`config.mk`:
```
export PLATFORM = sky130hd
export DESIGN_NAME = handshake_fifo
export DESIGN_NICKNAME = d
export VERILOG_FILES = /design/src/rtl/fifo_pkg.sv /design/src/rtl/fifo_regfile.sv /design/src/rtl/handshake_fifo.sv
export SDC_FILE = /design/constraint.sdc
export NUM_CORES = 1
export LEC_CHECK = 0
export CAP_MARGIN = 20
export CORE_MARGIN = 2
export CORE_UTILIZATION = 25
export CTS_CLUSTER_DIAMETER = 60
export CTS_CLUSTER_SIZE = 8
export DETAILED_ROUTE_END_ITERATION = 8
export SLEW_MARGIN = 20
export SYNTH_ARGS = -nofsm -noshare
export SYNTH_HDL_FRONTEND = slang
export SYNTH_SLANG_ARGS = --single-unit
export TNS_END_PERCENT = 100
```
`constraint.sdc`:
```
create_clock -name C -period 4.9 [get_ports C]
set_clock_uncertainty 0.15 [all_clocks]
set_input_delay 0.735 -clock C [delete_from_list [all_inputs] [get_ports C]]
set_output_delay 0.735 -clock C [all_outputs]
set_load 0.005 [all_outputs]
```
`src/rtl/fifo_pkg.sv`:
```
// Shared constants for the handshake FIFO: default geometry, a default
// pointer type, and the clock period the mapped netlist has to meet.
package fifo_pkg;

  // Default geometry of the elastic buffer.
  localparam int DEFAULT_WIDTH = 8;
  localparam int DEFAULT_DEPTH = 4;

  // Pointers carry one extra wrap bit above the entry address.
  localparam int DEFAULT_PTR_W = $clog2(DEFAULT_DEPTH) + 1;
  typedef logic [DEFAULT_PTR_W-1:0] ptr_t;

  // Clock period (time units) the gate-level netlist is timed against.
  localparam int NETLIST_CLK_PERIOD = 40;

  // Pointer width for an arbitrary power-of-two depth.
  function automatic int ptr_width(input int depth);
    return $clog2(depth) + 1;
  endfunction

endpackage

```
`src/rtl/fifo_regfile.sv`:
```
// Storage for the handshake FIFO: DEPTH entries of WIDTH bits, one write
// port and one combinational read port. Entries are never reset, so they
// map to plain flops; the read side is a mux so the head word falls through.
module fifo_regfile
  import fifo_pkg::*;
#(
  parameter int WIDTH = DEFAULT_WIDTH,
  parameter int DEPTH = DEFAULT_DEPTH,
  parameter int AW    = $clog2(DEFAULT_DEPTH)
) (
  input  logic             C,
  input  logic             we,
  input  logic [AW-1:0]    waddr,
  input  logic [WIDTH-1:0] wdata,
  input  logic [AW-1:0]    raddr,
  output logic [WIDTH-1:0] rdata
);

  logic [WIDTH-1:0] entries [DEPTH];

  generate
    for (genvar gi = 0; gi < DEPTH; gi++) begin : g_entry
      localparam logic [AW-1:0] ENTRY_ADDR = AW'(gi);
      logic [WIDTH-1:0] entry_reg;

      // Capture write data when this entry is the write target.
      always_ff @(posedge C) begin
        if (we && (waddr == ENTRY_ADDR)) begin
          entry_reg <= wdata;
        end
      end

      assign entries[gi] = entry_reg;
    end
  endgenerate

  // DEPTH is a power of two, so every raddr value selects a real entry.
  assign rdata = entries[raddr];

endmodule

```
`src/rtl/handshake_fifo.sv`:
```
// Synchronous FIFO with valid/ready on both sides. Pointers have an extra
// wrap bit so full and empty are distinguished without a separate counter;
// every output is a decode of registered state only, never of in_valid or
// out_ready, so the block never closes a combinational loop with its peers.
module handshake_fifo
  import fifo_pkg::*;
#(
  parameter  int WIDTH = DEFAULT_WIDTH,
  parameter  int DEPTH = DEFAULT_DEPTH,
  localparam int AW    = $clog2(DEPTH)
) (
  input  logic             C,
  input  logic             R,
  input  logic [WIDTH-1:0] in_data,
  input  logic             in_valid,
  output logic             in_ready,
  output logic [WIDTH-1:0] out_data,
  output logic             out_valid,
  input  logic             out_ready,
  output logic [AW:0]      count
);

  localparam logic [AW:0] PTR_ONE = {{AW{1'b0}}, 1'b1};

  logic [AW:0] wp_reg;
  logic [AW:0] rp_reg;
  logic        empty;
  logic        full;
  logic        push;
  logic        pop;

  // Equal pointers mean empty; same address with opposite wrap bits means full.
  assign empty = (wp_reg == rp_reg);
  assign full  = (wp_reg[AW] != rp_reg[AW]) &&
                 (wp_reg[AW-1:0] == rp_reg[AW-1:0]);

  assign in_ready  = ~full;
  assign out_valid = ~empty;
  assign count     = wp_reg - rp_reg;

  // A transfer needs both sides; a full FIFO ignores in_valid and an empty
  // one ignores out_ready, which gives the push-only / pop-only behaviour.
  assign push = in_valid & ~full;
  assign pop  = out_ready & ~empty;

  // Write pointer: advances once per accepted word, wraps naturally.
  always_ff @(posedge C or posedge R) begin
    if (R) begin
      wp_reg <= '0;
    end else if (push) begin
      wp_reg <= wp_reg + PTR_ONE;
    end
  end

  // Read pointer: advances once per consumed word, wraps naturally.
  always_ff @(posedge C or posedge R) begin
    if (R) begin
      rp_reg <= '0;
    end else if (pop) begin
      rp_reg <= rp_reg + PTR_ONE;
    end
  end

  fifo_regfile #(
    .WIDTH (WIDTH),
    .DEPTH (DEPTH),
    .AW    (AW)
  ) u_regfile (
    .C     (C),
    .we    (push),
    .waddr (wp_reg[AW-1:0]),
    .wdata (in_data),
    .raddr (rp_reg[AW-1:0]),
    .rdata (out_data)
  );

endmodule
```
==> out/qor.yml <==
status:
  status: "complete, no violations"
setup_path:
  path_buf_inv: 1
  cp_top_family: "adder cells"
  r2r_cells: 3
  critPathKind: "flip-flop to output port"
  critical-path-slowest-cell: "dfrtp_1"
  cp-start-kind: "flip-flop"
  max_stage_delay_ps: 610
  worstPathArrival_ps: 2300
  r2r_slack_ps: 2630
  crit_chain: "ha_1 -> fa_1 -> xnor2_1 -> clkdlybuf4s50_1"
  cp_max_fo: 11
  r2r-end: "u_regfile.g_entry[0].entry_reg[5]"
  cp_data_required_time_ps: 4010
  endpoint_kind: "output port"
  reg2reg_from: "rp_reg[0]"
finish:
  diodes: 0
  final_common_cell: "edfxtp_1"
  utilization_pct: 32.1
  syn_to_final_growth_pct: 25.4
  final_cell_mix: "32 x edfxtp_1, 24 x clkdlybuf4s50_1, 8 x mux4_2"
  drive_gt1_share_pct: 14.7
  largest_register_ffs: 32
  final_nets: 135
  fillers: 616
  fin_area_um2: 2010
power_and_ir_drop:
  power.total_mw: 1.26
  irDropWorstVdd_mv: 0.474
  pwr_density_cell_nw_per_um2: 627
  p_leak_nw: 0.718
global_route:
  grt_overflow: 0
  grt_pass1_vias: 908
  gr-usage-all-layers_pct: 8.71
  antenna_found_initial: 0
  grt_first_pass_wirelength_um: 4550
  grt_start_max_net_pins: 13
cts:
  cts_hold_buf: 0
  cts_root_buffer: "clkbuf_8"
  cts_tree: "built"
  cts.sinks: 38
  cts_buffers: 5
  cts_max_path_buffers: 2
  cts_resized: 0
  insertion_delay_ps: 280
  postCtsSetupBuffers: 0
  cts-htree-levels: 2
  clkTransAtPathRegs_ps: 60
place:
  io_buffers: 24
  gp_congestion: 0.714
  placed_cell_area_um2: 1930
  dp_hpwl_um: 1970
hold_path:
  holdCritPathClass: "flip-flop to flip-flop"
  holdPathEnd: "wp_reg[0]"
  hold_depth: 1
  worstHoldStart: "wp_reg[0]"
synthesis:
  synth_seq_cells: 38
  synth_area_um2: 1600
  synth_nets: 106
  syn_inst: 86
  syn_area_per_cell_um2: 18.7
  ys_seq_area_share_pct: 69.3
  ys_types: 22
  ys.warnings.count: 0
floorplan:
  die_area_um2: 7070
  io_pins: 25
  core_area_um2: 6280
  initial_core_util_pct: 25.6
  num_rows: 29
  die_y_um: 84.1
  die_w_um: 84.1
drt:
  drt_first_iter_violations: 19
  routed_wirelength_um: 2740
  ant_nets: 0
  post_drt_wl_per_cell_um: 14.2
  vias_per_cell: 4.23
  drc: 0
  dr.pass1.iters: 4
  vias: 816
sta:
  layout_worst_path_cycle_share_pct: 65.0
  hold_viol_final: 0
  rsz0062_at_grt: "no"
  finalSetupTns_ps: 0
  relSlewSlack_pct: 57.5
  final-max-slew-violation-count: 0
  setup_violations: 0
  max_freq_mhz: 314
  tightest_slew_ps: 638
  hold_ws_ps: 393
  fin_crit_ps: 3190
job:
  maxCapViolations: 0
-- metrics by stage --
stage | cells | worst slack [ps]
2_1_floorplan | 86 | 2780
3_3_place_gp | 185 | 2010
3_5_place_dp | 185 | 1990
4_1_cts | 193 | 1660
5_1_grt | 193 | 1550
6_report | 193 | 1710
-- worst max-delay path by stage --
stage / depth (start not counted) / end / startpoint
floorplan: 4 / in_ready / rp_reg[1]
global placement: 4 / count[1] / rp_reg[0]
detailed placement: 4 / count[2] / rp_reg[0]
CTS: 4 / count[2] / rp_reg[0]
global route: 4 / count[2] / rp_reg[0]
finish: 4 / count[2] / rp_reg[0]
-- report_power, final --
part | internal (mW) | total (mW) | leakage, nW | switching [mW]
Clock | 0.101 | 0.196 | 0.0395 | 0.0952
Sequential | 0.444 | 0.525 | 0.364 | 0.0809
Combinational | 0.332 | 0.541 | 0.314 | 0.210
Total | 0.876 | 1.26 | 0.718 | 0.386
-- area by class of cell --
type | count | area (µm²) | share of cell area [%]
Sequential cell | 38 | 1110 | 55.2
Multi-Input combinational cell | 40 | 462 | 22.9
Timing Repair Buffer | 24 | 240 | 11.9
Tap cell | 77 | 96.3 | 4.79
Clock buffer | 8 | 80.1 | 3.98
Inverter | 6 | 22.5 | 1.12
-- worst reg2reg max path: cells and delay by family (launching register included) --
kind                       cells  cell delay, ps
adders and majority gates      1             380
and+or+nand+nor                2             640
DFF                            1             750
-- synthesized netlist by cell type --
cell type  instances  area share, %
edfxtp_1          32             60
mux4_2             8             11
ha_1               7            5.5
dfrtp_1            6            9.4
inv_1              6            1.4
and3_1             4            1.6
xnor2_1            4            2.2
nand2_1            3           0.70
nand3_1            2           0.62
nor3b_1            2           0.94
a211o_1            1           0.55
a221o_2            1           0.70
buf_2              1           0.31
clkbuf_1           1           0.23
fa_1               1            1.2
mux2_2             1           0.70
mux2_4             1           0.94
nor2_1             1           0.23
nor3_1             1           0.31
o21ai_1            1           0.31
o21ai_2            1           0.55
xor2_1             1           0.55
-- logic make-up (layout without fill, tap and decap cells) --
kind of cell | Yosys count | after routing | share of synthesized area (%)
and+or+nand+nor | 13 | 13 | 4.37
muxes | 10 | 10 | 12.9
AOI/OAI and AO/OA | 4 | 4 | 2.11
adders and majority gates | 8 | 8 | 6.71
buffers and inverters | 8 | 38 | 1.95
xor gates and xnor gates | 5 | 5 | 2.73
DFF | 38 | 38 | 69.3
-- per-layer routing --
| layer | up-vias | share of wire (%) | GRT usage [%] |
|---|---|---|---|
| met5 | - | 0 | 0 |
| met4 | 0 | 2.2 | 4.84 |
| met3 | 7 | 5.6 | 3.07 |
| met2 | 24 | 49 | 13.9 |
| met1 | 397 | 43 | 10.2 |
| li1 | 388 | - | - |
(Power assumes the default switching activity.)
